==> src/rtl/vscale_htif_pcr_responder.sv <==
// ============================================================================
// Module   : vscale_htif_pcr_responder
// Brief    : Core-side HTIF PCR responder holding the TOHOST/FROMHOST mailbox
//            registers, served to the host over a valid/ready request/response
//            handshake and exposed to the core CSR file.
// Revision : 1.0 - initial release
// ============================================================================
`default_nettype none

module vscale_htif_pcr_responder #(
    parameter int                    PCR_WIDTH     = 64,
    parameter int                    ADDR_WIDTH    = 12,
    parameter int                    XLEN          = 32,
    parameter logic [ADDR_WIDTH-1:0] TOHOST_ADDR   = 12'h780,
    parameter logic [ADDR_WIDTH-1:0] FROMHOST_ADDR = 12'h781
) (
    input  logic                  clk,
    input  logic                  reset,
    input  logic                  htif_pcr_req_valid,
    output logic                  htif_pcr_req_ready,
    input  logic                  htif_pcr_req_rw,
    input  logic [ADDR_WIDTH-1:0] htif_pcr_req_addr,
    input  logic [PCR_WIDTH-1:0]  htif_pcr_req_data,
    output logic                  htif_pcr_resp_valid,
    input  logic                  htif_pcr_resp_ready,
    output logic [PCR_WIDTH-1:0]  htif_pcr_resp_data,
    input  logic                  csr_tohost_wen,
    input  logic [XLEN-1:0]       csr_tohost_wdata,
    input  logic                  csr_fromhost_wen,
    input  logic [XLEN-1:0]       csr_fromhost_wdata,
    output logic [XLEN-1:0]       tohost,
    output logic [XLEN-1:0]       fromhost
);

    typedef enum logic [0:0] {
        S_IDLE = 1'b0,
        S_RESP = 1'b1
    } state_t;

    state_t                 state_q;
    logic                   req_ready_q;
    logic                   resp_valid_q;
    logic [PCR_WIDTH-1:0]   resp_data_q;
    logic [XLEN-1:0]        tohost_q;
    logic [XLEN-1:0]        fromhost_q;

    logic [XLEN-1:0]        tohost_d;
    logic [XLEN-1:0]        fromhost_d;
    logic [PCR_WIDTH-1:0]   w_old_ext;
    logic                   w_accept;
    logic                   w_hit_to;
    logic                   w_hit_from;

    // Host data above XLEN has nowhere to go; it is intentionally discarded.
    generate
        if (PCR_WIDTH > XLEN) begin : g_upper_drop
            logic w_unused_upper;
            assign w_unused_upper = ^htif_pcr_req_data[PCR_WIDTH-1:XLEN];
        end
    endgenerate

    assign w_accept   = (state_q == S_IDLE) && htif_pcr_req_valid;
    assign w_hit_to   = (htif_pcr_req_addr == TOHOST_ADDR);
    assign w_hit_from = (htif_pcr_req_addr == FROMHOST_ADDR);

    // Response always carries the pre-access value; unmapped addresses read 0.
    always_comb begin
        w_old_ext = '0;
        if (w_hit_to) begin
            w_old_ext[XLEN-1:0] = tohost_q;
        end else if (w_hit_from) begin
            w_old_ext[XLEN-1:0] = fromhost_q;
        end
    end

    // TOHOST: host access first, core write overrides so no core update is lost.
    always_comb begin
        tohost_d = tohost_q;
        if (w_accept && w_hit_to) begin
            tohost_d = htif_pcr_req_rw ? htif_pcr_req_data[XLEN-1:0] : '0;
        end
        if (csr_tohost_wen) begin
            tohost_d = csr_tohost_wdata;
        end
    end

    // FROMHOST: core acknowledge first, a simultaneous host write wins.
    always_comb begin
        fromhost_d = fromhost_q;
        if (csr_fromhost_wen) begin
            fromhost_d = csr_fromhost_wdata;
        end
        if (w_accept && w_hit_from && htif_pcr_req_rw) begin
            fromhost_d = htif_pcr_req_data[XLEN-1:0];
        end
    end

    always_ff @(posedge clk) begin
        if (!reset) begin
            state_q      <= S_IDLE;
            req_ready_q  <= 1'b1;
            resp_valid_q <= 1'b0;
            resp_data_q  <= '0;
            tohost_q     <= '0;
            fromhost_q   <= '0;
        end else begin
            tohost_q   <= tohost_d;
            fromhost_q <= fromhost_d;
            case (state_q)
                S_IDLE: begin
                    if (htif_pcr_req_valid) begin
                        state_q      <= S_RESP;
                        req_ready_q  <= 1'b0;
                        resp_valid_q <= 1'b1;
                        resp_data_q  <= w_old_ext;
                    end
                end
                S_RESP: begin
                    // Completion cycle never accepts, capping throughput at 1 per 2.
                    if (htif_pcr_resp_ready) begin
                        state_q      <= S_IDLE;
                        req_ready_q  <= 1'b1;
                        resp_valid_q <= 1'b0;
                    end
                end
                default: begin
                    state_q      <= S_IDLE;
                    req_ready_q  <= 1'b1;
                    resp_valid_q <= 1'b0;
                end
            endcase
        end
    end

    assign htif_pcr_req_ready  = req_ready_q;
    assign htif_pcr_resp_valid = resp_valid_q;
    assign htif_pcr_resp_data  = resp_data_q;
    assign tohost              = tohost_q;
    assign fromhost            = fromhost_q;

endmodule

`default_nettype wire

==> config.mk <==
export PLATFORM = sky130hd
export DESIGN_NAME = vscale_htif_pcr_responder
export DESIGN_NICKNAME = d
export VERILOG_FILES = /design/src/rtl/vscale_htif_pcr_responder.sv
export SDC_FILE = /design/constraint.sdc
export NUM_CORES = 1
export LEC_CHECK = 0
export ABC_AREA = 1
export CORE_UTILIZATION = 42
export CTS_BUF_LIST = sky130_fd_sc_hd__clkbuf_16
export CTS_CLUSTER_DIAMETER = 30
export DETAILED_ROUTE_END_ITERATION = 8
export PLACE_DENSITY_LB_ADDON = 0.2
export RECOVER_POWER = 25
export SKIP_LAST_GASP = 1
export SYNTH_ARGS = -nofsm -noshare
export SYNTH_HDL_FRONTEND = slang
export SYNTH_SLANG_ARGS = --single-unit
==> constraint.sdc <==
create_clock -name clk -period 1.7 [get_ports clk]
set_input_delay 0.34 -clock clk [delete_from_list [all_inputs] [get_ports clk]]
set_output_delay 0.34 -clock clk [all_outputs]
set_load 0.05 [all_outputs]
==> impl_metrics.toml <==
[synth]
synthTopCellsByCount = "264 x nand2_1, 124 x nor2_1, 107 x nand3_1"
synth_top_cell_by_area = "dfxtp_1"
synth_top_family_by_area = "simple AND/OR/NAND/NOR gates"
yosysSeqAreaShare_pct = 34.5
yosysMostFrequentCell = "nand2_1"
synth-seq-cells = 99
synthFlopType = "dfxtp_1"
synth_top_area_share_pct = 34.5
synth_cell_types = 22
synth_simple_gate_area_share_pct = 45.1
synth_edf_count = 0
synthAdderAreaFrac_pct = 0
syn-mean-instance-area_um2 = 6.17
postSynthCellCount = 930
synth_area_leaders = "dfxtp_1 35%, nand2_1 17%, nand3_1 9.3%"
synth_area_mm2 = 0.00574
async_flop_share_pct = 0
synth_mux_area_share_pct = 0
yosys_warnings = 0
synth_compound_area_share_pct = 2.88
synth_xor_area_share_pct = 0

[setup_path]
slowest_stage = "clkdlybuf4s50_1"
cp-end-kind = "flip-flop"
crit_path_end = "fromhost[30]"
critical_path.cell_chain = "clkdlybuf4s50_1, nor2_2, inv_1, nor2_2, nand4_2, nand2_2, buf_4, nor2_1, nor2_1, nor2_1"
timing.rr.start = "state_q"
rr_endpoint = "htif_pcr_resp_data[18]"
worst-path-max-fanout = 11
crit_path_frequent_cell = "nor2_1"
slowest_delay_ns = 0.42
critPathBufInv = 3
crit_cells = 10
worstPathArrival_ns = 1.84
startpoint_type = "primary input"
regToRegSetupSlack_ns = 0.21
critical_path.top_delay_family = "simple AND/OR/NAND/NOR gates"
worstSetupPathType = "primary input to flip-flop"
critPathLaunch = "htif_pcr_req_addr[5]"
reg2reg_depth = 7
worstPathRequired_ns = 1.93

[drt]
drc = 0
wl_per_cell_um = 15.1
routed_via_density = 4.95
dr_total_vias = 6456
postRouteAntennaNets = 0
firstDrtPassIters = 5
wl_mm = 19.7
drtIter0Drc = 639

[sta]
setup_tns_ns = 0
finalCritPeriodShare_pct = 94.3
finClkSkew_ns = 0.00672
slew_headroom_pct = 56.4
rsz0062_at_grt = "yes"
max_freq_ghz = 0.624
tightest_slew_ns = 0.654
hold_slack_ns = 0.457
slew_viol_final = 0
final_hold_viol_count = 0
fin_ws_ns = 0.0966
min_period_ns = 1.60
setup_viol = 0

[power]
p_leak_nw = 4.01
p_per_area_mw_per_mm2 = 747
total_power_mw = 5.95
irDropWorstVdd_mv = 0.467

[placement]
place_ws_ns = -0.314
hpwl_mm = 13.8
dpl_cell_area_mm2 = 0.00787
place_congestion = 0.913
io_buffers = 212

[clock_tree]
cts_buffers = 9
cts.sinks = 99
htree_levels = 3
cts_tree = "yes"
root_buffer = "clkbuf_16"
clk_latency_ns = 0.36
clkTransAtPathRegs_ns = 0.07
clockBufferDepth = 2

[final_layout]
drive_gt1_share_pct = 12.2
nNetsFinal = 1270
diodes = 0
area_delta_synth_final_pct = 38.9
fin_area_mm2 = 0.00797

[floorplanning]
ios = 277
die_area_mm2 = 0.0141
die_x_um = 119
initial_core_util_pct = 43.2
coreArea_mm2 = 0.0133
die_h_um = 119
rows = 42

[global_route]
grt_max_degree = 33
antenna_found_initial = 0
grt_pass1_wl_mm = 31.6
grt_pass1_vias = 6024
gr-total-overflow = 0
grt.total_usage_pct = 28.4

[min_path]
worstHoldStart = "htif_pcr_req_ready"
hp-class = "flip-flop to flip-flop"

[run]
max_cap_viol_count = 0

[status]
outcome = "completed"
==> power by group <==
part	internal, mW	switching (mW)
sequential	2.42	0.0904
combinational	0.557	1.03
clock	0.960	0.890
==> stage by stage <==
stage,cells,utilization [%]
2_1_floorplan,961,-
5_1_grt,1303,60.0
6_report,1303,60.0
3_3_place_gp,1287,59.2
4_1_cts,1302,61.1
3_5_place_dp,1287,59.2
==> state kept, by name, summed over array words and instances, names as in the netlist <==
name,cells
htif_pcr_resp_valid,1
htif_pcr_resp_data,32
tohost,32
htif_pcr_req_ready,1
state_q,1
fromhost,32
==> cells by family after synthesis <==
kind of cell / count (synthesis)
compound gates: 33
flops: 99
buf+inv: 214
other cells: 1
simple gates: 583
==> area by class of cell <==
type                       instances  area [um2]
clock inverter                     6        25.0
tap                              176         220
multi-input combinational        648        2880
timing repair buffer             254        2220
sequential                        99        1980
inverter                         111         417
clock buffer                       9         225
fill                            1343        5320
==> worst min-delay path, delay by kind of cell (launching register included) <==
kind             cells  cell delay [ns]
DFF                  1             0.31
and+or+nand+nor      2             0.10
==> how the worst min path moves through the flow <==
stage	endpoint	slack, ns	depth (start not counted)
6_report	htif_pcr_req_ready	0.46	2
5_1_grt	htif_pcr_req_ready	0.51	2
4_1_cts	htif_pcr_req_ready	0.46	2
3_5_place_dp	htif_pcr_req_ready	0.45	2
3_3_place_gp	htif_pcr_req_ready	0.44	2
2_1_floorplan	htif_pcr_resp_data[10]	0.44	2
==> timing repair <==
item                                    CTS  global route
endpoints found under the setup margin    0            24
hold buffers                              0             0
resized for setup                         0             1
buffers inserted                          0             1
==> metal layers <==
layer,up-vias,GRT usage (%),wire length (um)
li1,3252,-,-
met1,2862,38.7,8700
met2,319,45.4,9080
met3,23,4.45,1620
met4,0,9.97,333
met5,-,0,0
==> placed cells by master, fill, tap and decap left out, drive strengths merged <==
cell type	synthesis	layout
clkbuf	22	53
nand2	267	267
clkinv	0	5
clkdlybuf4s50	0	113
conb	1	32
dlygate4sd3	0	1
inv	111	112
a21oi	33	33
nand3	109	109
and2	1	1
buf	81	96
nor2	129	129
dfxtp	99	99
nand4	77	77
No activity file was read; power rests on OpenSTA's default activity.
